==> src/rtl/pipe_pkg.sv <==
`default_nettype none
// ============================================================================
// Module      : pipe_pkg
// Description : Shared opcodes, pc_src and forwarding encodings, the
//               scoreboard slot record and the forwarding-select helper for
//               the 5-stage 16-bit pipeline hazard controller.
// Revision    : 1.0 - initial release
// ============================================================================
package pipe_pkg;

    localparam int REG_W = 4;

    // Opcodes, instruction bits [15:12]
    localparam logic [3:0] OP_ADD  = 4'h0;
    localparam logic [3:0] OP_SUB  = 4'h1;
    localparam logic [3:0] OP_AND  = 4'h2;
    localparam logic [3:0] OP_OR   = 4'h3;
    localparam logic [3:0] OP_ADDI = 4'h4;
    localparam logic [3:0] OP_SLL  = 4'h5;
    localparam logic [3:0] OP_SRL  = 4'h6;
    localparam logic [3:0] OP_SRA  = 4'h7;
    localparam logic [3:0] OP_LW   = 4'h8;
    localparam logic [3:0] OP_SW   = 4'h9;
    localparam logic [3:0] OP_LI   = 4'hA;
    localparam logic [3:0] OP_LHI  = 4'hB;
    localparam logic [3:0] OP_BR   = 4'hC;
    localparam logic [3:0] OP_JAL  = 4'hD;
    localparam logic [3:0] OP_JR   = 4'hE;
    localparam logic [3:0] OP_EXEC = 4'hF;

    // PC mux select
    localparam logic [1:0] PC_SEQ      = 2'b00;
    localparam logic [1:0] PC_REDIR    = 2'b01;
    localparam logic [1:0] PC_EXEC_RET = 2'b10;

    // Operand forward select
    localparam logic [1:0] FWD_RF  = 2'b00;
    localparam logic [1:0] FWD_EX  = 2'b01;
    localparam logic [1:0] FWD_MEM = 2'b10;

    // One in-flight instruction; dest is 0 when it writes no register
    typedef struct packed {
        logic             valid;
        logic [REG_W-1:0] dest;
        logic             is_load;
        logic [3:0]       op;
    } sb_slot_t;

    typedef enum logic {
        ST_RUN        = 1'b0,
        ST_EXEC_FETCH = 1'b1
    } hz_state_t;

    // Youngest producer wins; R0 is hard-wired zero and never forwarded
    function automatic logic [1:0] fwd_pick(input logic used,
                                            input logic [REG_W-1:0] src,
                                            input sb_slot_t ex,
                                            input sb_slot_t mem);
        if (!used || src == '0)
            return FWD_RF;
        if (ex.valid && ex.dest == src)
            return FWD_EX;
        if (mem.valid && mem.dest == src)
            return FWD_MEM;
        return FWD_RF;
    endfunction

endpackage
`default_nettype wire

==> src/rtl/instr_deps.sv <==
`default_nettype none
// ============================================================================
// Module      : instr_deps
// Description : Combinational decode of an instruction word into its register
//               sources, destination and load/control-flow class.
// Revision    : 1.0 - initial release
// ============================================================================
module instr_deps
    import pipe_pkg::*;
#(
    parameter int ISIZE    = 16,
    parameter int RSIZE    = 4,
    parameter int LINK_REG = 15
) (
    input  logic [ISIZE-1:0] instr,
    output logic             use_rs,
    output logic             use_rt,
    output logic             use_rd,
    output logic [RSIZE-1:0] dest,
    output logic             is_load,
    output logic             is_ctrl,
    output logic [3:0]       op
);

    // Source/destination classification by opcode
    always_comb begin
        op      = instr[15:12];
        use_rs  = (op <= OP_SW);
        use_rt  = (op <= OP_OR);
        use_rd  = (op == OP_SW) || (op == OP_JR) || (op == OP_EXEC);
        is_load = (op == OP_LW);
        is_ctrl = (op >= OP_BR);
        dest    = '0;
        if (op <= OP_LW || op == OP_LI || op == OP_LHI)
            dest = instr[8 +: RSIZE];
        else if (op == OP_JAL)
            dest = RSIZE'(LINK_REG);
    end

endmodule
`default_nettype wire

==> src/rtl/pipe_hazard_ctrl.sv <==
`default_nettype none
// ============================================================================
// Module      : pipe_hazard_ctrl
// Description : Hazard sequencer for the IF/ID/EX/MEM/WB pipeline: EX/MEM
//               scoreboard, operand forwarding, load-use stall, redirect
//               flush, EXEC single-instruction detour and data-memory freeze.
//               Optional macro HAZ_PERF_CNT_EN adds saturating stall, flush
//               and freeze event counters.
// Revision    : 1.0 - initial release
// ============================================================================
module pipe_hazard_ctrl
    import pipe_pkg::*;
#(
    parameter int ISIZE    = 16,
    parameter int RSIZE    = 4,
    parameter int LINK_REG = 15
) (
    input  logic             clk,
    input  logic             rst_n,
    input  logic [ISIZE-1:0] id_instr,
    input  logic             id_valid,
    input  logic             ex_br_taken,
    input  logic [ISIZE-1:0] ex_pc_plus1,
    input  logic             dmem_ready,
    output logic             pc_hold,
    output logic [1:0]       pc_src,
    output logic             ifid_hold,
    output logic             ifid_flush,
    output logic             idex_bubble,
    output logic             pipe_freeze,
    output logic [1:0]       fwd_rs,
    output logic [1:0]       fwd_rt,
    output logic [1:0]       fwd_rd,
    output logic [ISIZE-1:0] exec_ret_pc
`ifdef HAZ_PERF_CNT_EN
    ,
    output logic [15:0]      stall_cnt,
    output logic [15:0]      flush_cnt,
    output logic [15:0]      freeze_cnt
`endif
);

    logic             use_rs, use_rt, use_rd, is_load, is_ctrl;
    logic [RSIZE-1:0] id_dest, rs, rt, rd;
    logic [3:0]       id_op;
    sb_slot_t         ex_slot, mem_slot, id_slot;
    hz_state_t        state, state_nxt;
    logic             exec_tgt;
    logic             freeze, redirect, load_use, exec_bub, exec_take;

    instr_deps #(
        .ISIZE    (ISIZE),
        .RSIZE    (RSIZE),
        .LINK_REG (LINK_REG)
    ) u_id_deps (
        .instr   (id_instr),
        .use_rs  (use_rs),
        .use_rt  (use_rt),
        .use_rd  (use_rd),
        .dest    (id_dest),
        .is_load (is_load),
        .is_ctrl (is_ctrl),
        .op      (id_op)
    );

    assign rd = id_instr[8 +: RSIZE];
    assign rs = id_instr[4 +: RSIZE];
    assign rt = id_instr[0 +: RSIZE];

    assign fwd_rs = fwd_pick(use_rs, rs, ex_slot, mem_slot);
    assign fwd_rt = fwd_pick(use_rt, rt, ex_slot, mem_slot);
    assign fwd_rd = fwd_pick(use_rd, rd, ex_slot, mem_slot);

    // Hazard detection from the scoreboard and the ID instruction
    always_comb begin
        freeze   = mem_slot.valid && (mem_slot.is_load || mem_slot.op == OP_SW)
                   && !dmem_ready;
        redirect = ex_slot.valid &&
                   ((ex_slot.op == OP_BR && ex_br_taken) || ex_slot.op == OP_JAL ||
                    ex_slot.op == OP_JR || ex_slot.op == OP_EXEC);
        load_use = ex_slot.valid && ex_slot.is_load && ex_slot.dest != '0 && id_valid &&
                   ((use_rs && rs == ex_slot.dest) || (use_rt && rt == ex_slot.dest) ||
                    (use_rd && rd == ex_slot.dest));
        // An EXEC landing as the target of an EXEC is squashed: no nested detour
        exec_bub  = exec_tgt && id_valid && is_ctrl && id_op == OP_EXEC;
        exec_take = redirect && state == ST_RUN && ex_slot.op == OP_EXEC;
    end

    // Next-state and pipeline control outputs, freeze first, then redirect
    always_comb begin
        state_nxt   = state;
        pc_hold     = 1'b0;
        pc_src      = PC_SEQ;
        ifid_hold   = 1'b0;
        ifid_flush  = 1'b0;
        idex_bubble = 1'b0;
        pipe_freeze = 1'b0;
        if (freeze) begin
            pipe_freeze = 1'b1;
            pc_hold     = 1'b1;
            ifid_hold   = 1'b1;
            if (state == ST_EXEC_FETCH)
                pc_src = PC_EXEC_RET;
        end else begin
            if (state == ST_EXEC_FETCH) begin
                pc_src    = PC_EXEC_RET;
                state_nxt = ST_RUN;
            end
            if (redirect) begin
                pc_src      = PC_REDIR;
                ifid_flush  = 1'b1;
                idex_bubble = 1'b1;
                if (exec_take)
                    state_nxt = ST_EXEC_FETCH;
            end else if (load_use) begin
                pc_hold     = 1'b1;
                ifid_hold   = 1'b1;
                idex_bubble = 1'b1;
            end else if (exec_bub) begin
                idex_bubble = 1'b1;
            end
        end
    end

    // ID-stage record as it would enter EX this cycle
    always_comb begin
        id_slot         = '0;
        id_slot.valid   = id_valid && !idex_bubble;
        id_slot.dest    = id_dest;
        id_slot.is_load = is_load;
        id_slot.op      = id_op;
        if (!id_slot.valid)
            id_slot = '0;
    end

    // FSM, scoreboard advance and EXEC return capture; all hold on freeze
    always_ff @(posedge clk or negedge rst_n) begin
        if (!rst_n) begin
            state       <= ST_RUN;
            ex_slot     <= '0;
            mem_slot    <= '0;
            exec_tgt    <= 1'b0;
            exec_ret_pc <= '0;
        end else if (!pipe_freeze) begin
            state    <= state_nxt;
            ex_slot  <= id_slot;
            mem_slot <= ex_slot;
            exec_tgt <= (state == ST_EXEC_FETCH);
            if (exec_take)
                exec_ret_pc <= ex_pc_plus1;
        end
    end

`ifdef HAZ_PERF_CNT_EN
    logic stall_evt;
    assign stall_evt = load_use && !freeze && !redirect;

    // Saturating event counters
    always_ff @(posedge clk or negedge rst_n) begin
        if (!rst_n) begin
            stall_cnt  <= '0;
            flush_cnt  <= '0;
            freeze_cnt <= '0;
        end else begin
            if (stall_evt && stall_cnt != 16'hFFFF)
                stall_cnt <= stall_cnt + 16'd1;
            if (redirect && !freeze && flush_cnt != 16'hFFFF)
                flush_cnt <= flush_cnt + 16'd1;
            if (freeze && freeze_cnt != 16'hFFFF)
                freeze_cnt <= freeze_cnt + 16'd1;
        end
    end
`endif

endmodule
`default_nettype wire

==> config.mk <==
export PLATFORM = sky130hd
export DESIGN_NAME = pipe_hazard_ctrl
export DESIGN_NICKNAME = d
export VERILOG_FILES = /design/src/rtl/pipe_pkg.sv /design/src/rtl/instr_deps.sv /design/src/rtl/pipe_hazard_ctrl.sv
export SDC_FILE = /design/constraint.sdc
export NUM_CORES = 1
export LEC_CHECK = 0
export BUFFER_PORTS_ARGS = -buffer_cell sky130_fd_sc_hd__buf_2
export CORE_MARGIN = 4
export CORE_UTILIZATION = 45
export CTS_BUF_LIST = sky130_fd_sc_hd__clkbuf_16
export DETAILED_ROUTE_END_ITERATION = 8
export GPL_ROUTABILITY_DRIVEN = 1
export PLACE_DENSITY = 0.83
export SLEW_MARGIN = 30
export SYNTH_ARGS = -nofsm -noshare
export SYNTH_HDL_FRONTEND = slang
export SYNTH_SLANG_ARGS = --single-unit
==> constraint.sdc <==
create_clock -name clk -period 4.7 [get_ports clk]
set_clock_uncertainty 0.1 [all_clocks]
set_input_delay 0.235 -clock clk [delete_from_list [all_inputs] [get_ports clk]]
set_output_delay 0.235 -clock clk [all_outputs]
set_load 0.05 [all_outputs]
# Word level (Yosys, flattened, before mapping)
# Index checks and enable logic that the tools add are counted.
[word_totals]
regBits = 38
inputBits = 37
word_cells = 140
[op_classes]
magnitude_cmp = 4
eq_ne = 21
muxes = 54
bitwise = 3
n_reduce_logical = 47
[op_table]
columns = ["operator", "n"]
rows = [
  ["equality test 4 bit (second input constant)", 12],
  ["2-to-1 mux 2 bit", 21],
  ["equality test 4 bit", 9],
  ["2-to-1 mux 1 bit", 30],
  ["logical AND 1 bit", 23],
  ["logical OR 1 bit", 13],
  ["zero test 4 bit", 3],
  ["2-to-1 mux 10 bit", 1],
  ["less-or-equal comparator 4 bit (second input constant)", 2],
  ["2-to-1 mux 4 bit", 2],
  ["zero test 1 bit", 5],
  [">= comparator 4 bit (second input constant)", 1],
  ["less-or-equal comparator 4 x 2 -> 1 bit (second input constant)", 1],
  ["AND reduction 2 bit", 2],
  ["nonzero test 4 bit", 1],
  ["NOT 1 bit", 3],
]

# Logic depth before layout (Yosys ltp)
[depth]
depth_word = 12
mapped_depth = 7
mapped_depth_nobuf = 6

# Hierarchy
# Synthesis repeated with hierarchy kept, for this count alone.
[hier_totals]
hier_cells = 183
hier_area_um2 = 2123.3
[by_module_without_submodules]
columns = ["module", "instances", "cells_per_inst", "area_per_inst_um2"]
rows = [
  ["pipe_hazard_ctrl", 1, 157, 1951.9],
  ["instr_deps", 1, 26, 171.4],
]

# Worst setup path before layout
# No wires, ideal clock.
[synth_path]
path_kind = "reg2out"
startpoint = "reg ex_slot[6] (netlist name)"
endpoint = "out pc_hold"
arrival_time_ns = 2.878
required_ns = 4.365
setup_slack_ns = 1.487
path_stages_with_launch = 8
n_path_buf = 2
path_cell_list = "dfrtp_1 -> buf_2 -> xor2_1 -> nor4_1 -> a32oi_1 -> o31a_1 -> o21ai_0 -> buf_4"
[synth_via]
elab_chain_cells = 8
[synth_rtl]
columns = ["item", "line", "source"]
rows = [
  ["from (decl)", "pipe_hazard_ctrl.sv:46", "sb_slot_t ex_slot, mem_slot, id_slot;"],
  ["from (signal assigned)", "pipe_hazard_ctrl.sv:146", "ex_slot <= id_slot;"],
  ["equality test 4 bit", "pipe_hazard_ctrl.sv:82", "((use_rs && rs == ex_slot.dest) || (use_rt && rt == ex_slot.dest) ||"],
  ["logical AND 1 bit", "pipe_hazard_ctrl.sv:82", ""],
  ["logical OR 1 bit (2 in series)", "pipe_hazard_ctrl.sv:82", ""],
  ["logical AND 1 bit (*)", "pipe_hazard_ctrl.sv:81", "load_use = ex_slot.valid && ex_slot.is_load && ex_slot.dest != '0 && id_valid &&"],
  ["2-to-1 mux 1 bit (*) (3 in series)", "--", ""],
  ["to (decl)", "pipe_hazard_ctrl.sv:25", "output logic pc_hold,"],
]
# Every way passes the cells marked *; elsewhere a longest branch is shown, timed or not.

# Final worst setup path
[layout_path]
startpoint = "reg ex_slot[5] (netlist name)"
endpoint = "out ifid_hold"
[layout_via]
elab_chain_cells = 8
[layout_rtl]
columns = ["item", "line", "source"]
rows = [
  ["equality test 4 bit", "pipe_hazard_ctrl.sv:82", ""],
  ["logical AND 1 bit", "pipe_hazard_ctrl.sv:82", ""],
  ["logical OR 1 bit (2 in series)", "pipe_hazard_ctrl.sv:82", ""],
  ["logical AND 1 bit (*)", "pipe_hazard_ctrl.sv:81", ""],
  ["2-to-1 mux 1 bit (*)", "pipe_hazard_ctrl.sv:115", "end else if (load_use) begin"],
  ["2-to-1 mux 1 bit (*)", "pipe_hazard_ctrl.sv:109", "if (redirect) begin"],
  ["2-to-1 mux 1 bit (*)", "pipe_hazard_ctrl.sv:98", "if (freeze) begin"],
  ["to (decl)", "pipe_hazard_ctrl.sv:27", "output logic ifid_hold,"],
]
# Marked as above.

==> impl_metrics.sql <==
INSERT INTO impl_metrics (metric_group, metric, value, unit) VALUES
('outcome', 'run_status', 'finished, final reports clean', ''),
('logic_synthesis', 'synth_top_flop_cell', 'sky130_fd_sc_hd__dfrtp_1', ''),
('routing', 'first_iter_violations', '98', ''),
('worst_setup_path', 'data_arrival_critical_path', '2.32', 'ns'),
('clock_network', 'cts_sinks', '38', ''),
('pwr', 'power.leakage', '1.38', 'nW'),
('worst_setup_path', 'critical_path_required', '4.37', 'ns'),
('die', 'floorplan.die_area', '0.00574', 'sq mm'),
('logic_synthesis', 'synth.top_cells.by_area', 'sky130_fd_sc_hd__dfrtp_1, sky130_fd_sc_hd__nand2_1, sky130_fd_sc_hd__xor2_1', ''),
('logic_synthesis', 'synth_seq_area_share', '46.1', '%'),
('timing', 'grt_setup_unrepaired', 'no', ''),
('timing', 'fin_crit_sh', '56.4', '%'),
('pwr', 'power_per_cell_area', '299', 'mW/mm^2'),
('clock_network', 'clockRootBuffer', 'sky130_fd_sc_hd__clkbuf_16', ''),
('timing', 'slew-limit-headroom', '44.8', '%'),
('worst_setup_path', 'r2r-start', 'mem_slot[1]', ''),
('pwr', 'power.total', '0.755', 'mW'),
('routing', 'total_number_of_vias', '1671', ''),
('logic_synthesis', 'fraction_of_synthesized_cell_area_taken_by_the_top_area_cell_type', '46.1', '%'),
('flow_run', 'drv.max_cap_violation_count', '0', ''),
('routing', 'number_of_design_rule_violations_left_after_detail_routing', '0', ''),
('timing', 'finalHoldViolations', '0', ''),
('timing', 'finalSetupTns', '0', 'ns'),
('timing', 'finalCriticalPeriod', '2.65', 'ns'),
('final_layout', 'finish.cell_count_without_fillers', '313', ''),
('place', 'dp_hpwl', '3.74', 'mm'),
('clock_network', 'cts-root-to-sink-buffers', '2', ''),
('logic_synthesis', 'postSynthRegisterBits', '38', ''),
('worst_hold_path', 'timing.hold.worst_path_depth', '2', ''),
('final_layout', 'final_nets', '298', ''),
('worst_setup_path', 'critical_path_class', 'reg -> out', ''),
('die', 'core_region_area', '0.00438', 'sq mm'),
('grt', 'globalRouteOverflowTotal', '0', ''),
('logic_synthesis', 'mappedNetlistNets', '237', ''),
('worst_setup_path', 'critPathMaxFanout', '6', ''),
('logic_synthesis', 'synthesis.yosys.warnings', '0', ''),
('die', 'design.portCount', '66', ''),
('grt', 'global_route_wire_length_before_repair', '7.76', 'mm'),
('logic_synthesis', 'count_of_flip_flops_with_a_built_in_enable_after_synthesis', '0', ''),
('timing', 'finalSetupViolations', '0', ''),
('logic_synthesis', 'synthDominantAreaCellType', 'sky130_fd_sc_hd__dfrtp_1', ''),
('worst_setup_path', 'worst_setup_slack_for_register_to_register_paths', '2.22', 'ns'),
('worst_hold_path', 'min_to', 'exec_ret_pc[6]', ''),
('timing', 'timing_max_transition_violations_final', '0', ''),
('place', 'place_inst', '305', ''),
('pwr', 'ir_drop', '164', 'uV'),
('grt', 'grt_start_max_net_pins', '39', ''),
('routing', 'drt_first_pass_iters', '4', ''),
('clock_network', 'tritoncts_clock_tree', 'yes', ''),
('worst_setup_path', 'crit_path_start_kind', 'register', ''),
('die', 'floorplan.initialDensity', '47.1', '%'),
('worst_setup_path', 'worst_case_reg_to_reg_path_depth', '5', ''),
('timing', 'maxClockFrequency', '377', 'MHz'),
('worst_hold_path', 'hold_path_startpoint', 'ex_pc_plus1[6]', ''),
('logic_synthesis', 'synth_area_per_cell', '10.3', 'sq um'),
('die', 'chipWidth', '75.7', 'um'),
('final_layout', 'antenna_cells_inserted', '0', ''),
('clock_network', 'h-tree-depth', '2', ''),
('routing', 'detail_route.vias_per_cell', '5.34', ''),
('worst_setup_path', 'end_kind', 'output port', ''),
('final_layout', 'synthToLayoutAreaGrowth', '22.4', '%'),
('worst_hold_path', 'worstHoldPathType', 'in -> reg', ''),
('timing', 'worst_pin_slew', '0.828', 'ns'),
('routing', 'routed_wl', '4.85', 'mm'),
('worst_setup_path', 'r2r_end', 'exec_ret_pc[2]', ''),
('routing', 'ant_nets', '0', ''),
('final_layout', 'most_common_cell_after_layout_fill_and_taps_aside', 'sky130_fd_sc_hd__buf_2', ''),
('final_layout', 'layout_common_cells', 'sky130_fd_sc_hd__buf_2, sky130_fd_sc_hd__nand2_1, sky130_fd_sc_hd__dfrtp_1, sky130_fd_sc_hd__xor2_1', ''),
('routing', 'wire_per_inst', '15.5', 'um'),
('die', 'fp-row-count', '24', ''),
('grt', 'via_count_of_the_first_global_routing_pass', '1636', '');
==> area by class of cell <==
cell class,count,area (sq um)
clock buffer,5,125
clock inverter,2,10.0
fill,366,1860
inverter,4,15.0
multi-input combinational,146,1030
sequential,38,951
tap,52,65.1
timing repair buffer,66,335
==> cells in the mapped netlist (all sizes together) (2+ instances only) <==
library cell	n
xor2	17
nor3b	3
mux2	16
clkbuf	4
xnor2	7
or2	2
nor3	2
nor2b	2
and4	2
dfrtp	38
nor2	8
a21oi	5
and2	3
o41ai	3
nand2	42
buf	8
nand4	3
nand3	2
inv	4
or4b	2
nor4	6
o21ai	10
a22o	4
==> state kept, by name, summed over array words and instances, names as in the netlist <==
signal / count
exec_tgt: 1
state: 1
mem_slot: 10
exec_ret_pc: 16
ex_slot: 10
==> critical path, cell delays in order, from the launching register on <==
cell,delay [ns]
sky130_fd_sc_hd__dfrtp_1,0.47
sky130_fd_sc_hd__xor2_1,0.20
sky130_fd_sc_hd__nor4_1,0.38
sky130_fd_sc_hd__a32oi_1,0.25
sky130_fd_sc_hd__o31a_1,0.17
sky130_fd_sc_hd__o21ai_0,0.24
sky130_fd_sc_hd__buf_2,0.32
==> cell families (layout without fill, tap and decap cells) <==
| group | after synthesis | count (layout) | synth area share [%] |
|---|---|---|---|
| AO/OA/AOI/OAI | 26 | 26 | 8.85 |
| XOR/XNOR | 24 | 24 | 10.2 |
| buffers and inverters | 16 | 77 | 4.24 |
| flip-flops | 38 | 38 | 46.1 |
| multiplexers | 16 | 16 | 10.4 |
| AND/OR/NAND/NOR | 80 | 80 | 20.3 |
==> stage by stage <==
| stage | instance area [sq um] | util [%] | setup WS [ns] |
|---|---|---|---|
| 6_report | 2530 | 57.6 | 2.05 |
| 5_1_grt | 2530 | 57.6 | 1.86 |
| 4_1_cts | 2530 | 57.6 | 2.07 |
| 3_5_place_dp | 2380 | 54.3 | 2.24 |
| 3_3_place_gp | 2380 | 54.3 | 2.31 |
| 2_1_floorplan | 2060 | - | 1.49 |
==> how the worst max path moves through the flow <==
stage | depth (start not counted) | end | slack (ns) | start
3_3_place_gp | 5 | exec_ret_pc[5] | 2.31 | mem_slot[1]
6_report | 6 | ifid_hold | 2.05 | ex_slot[5]
3_5_place_dp | 5 | exec_ret_pc[2] | 2.24 | mem_slot[1]
2_1_floorplan | 7 | pc_hold | 1.49 | ex_slot[6]
4_1_cts | 6 | ifid_hold | 2.07 | ex_slot[5]
5_1_grt | 6 | ifid_hold | 1.86 | ex_slot[6]
==> power by group <==
part / leakage [nW] / internal (mW) / total (mW) / switching [mW]
sequential: 0.511 / 0.339 / 0.354 / 0.0157
clock: 0.0694 / 0.191 / 0.312 / 0.121
combinational: 0.795 / 0.0384 / 0.0886 / 0.0502
==> repair_timing <==
action                    4_1_cts  5_1_grt
hold endpoints to repair       38        0
gates resized for setup         0        0
hold buffers                    1        0
setup buffers                   0        0
==> routing by layer <==
layer / GRT usage, % / vias to the layer above / routed length (um)
met3: 3.83 / 6 / 257
met2: 29.3 / 53 / 2570
met1: 23.5 / 810 / 1980
li1: - / 802 / -
met5: 0 / - / 0
met4: 5.05 / 0 / 46
(Power assumes the default switching activity.)
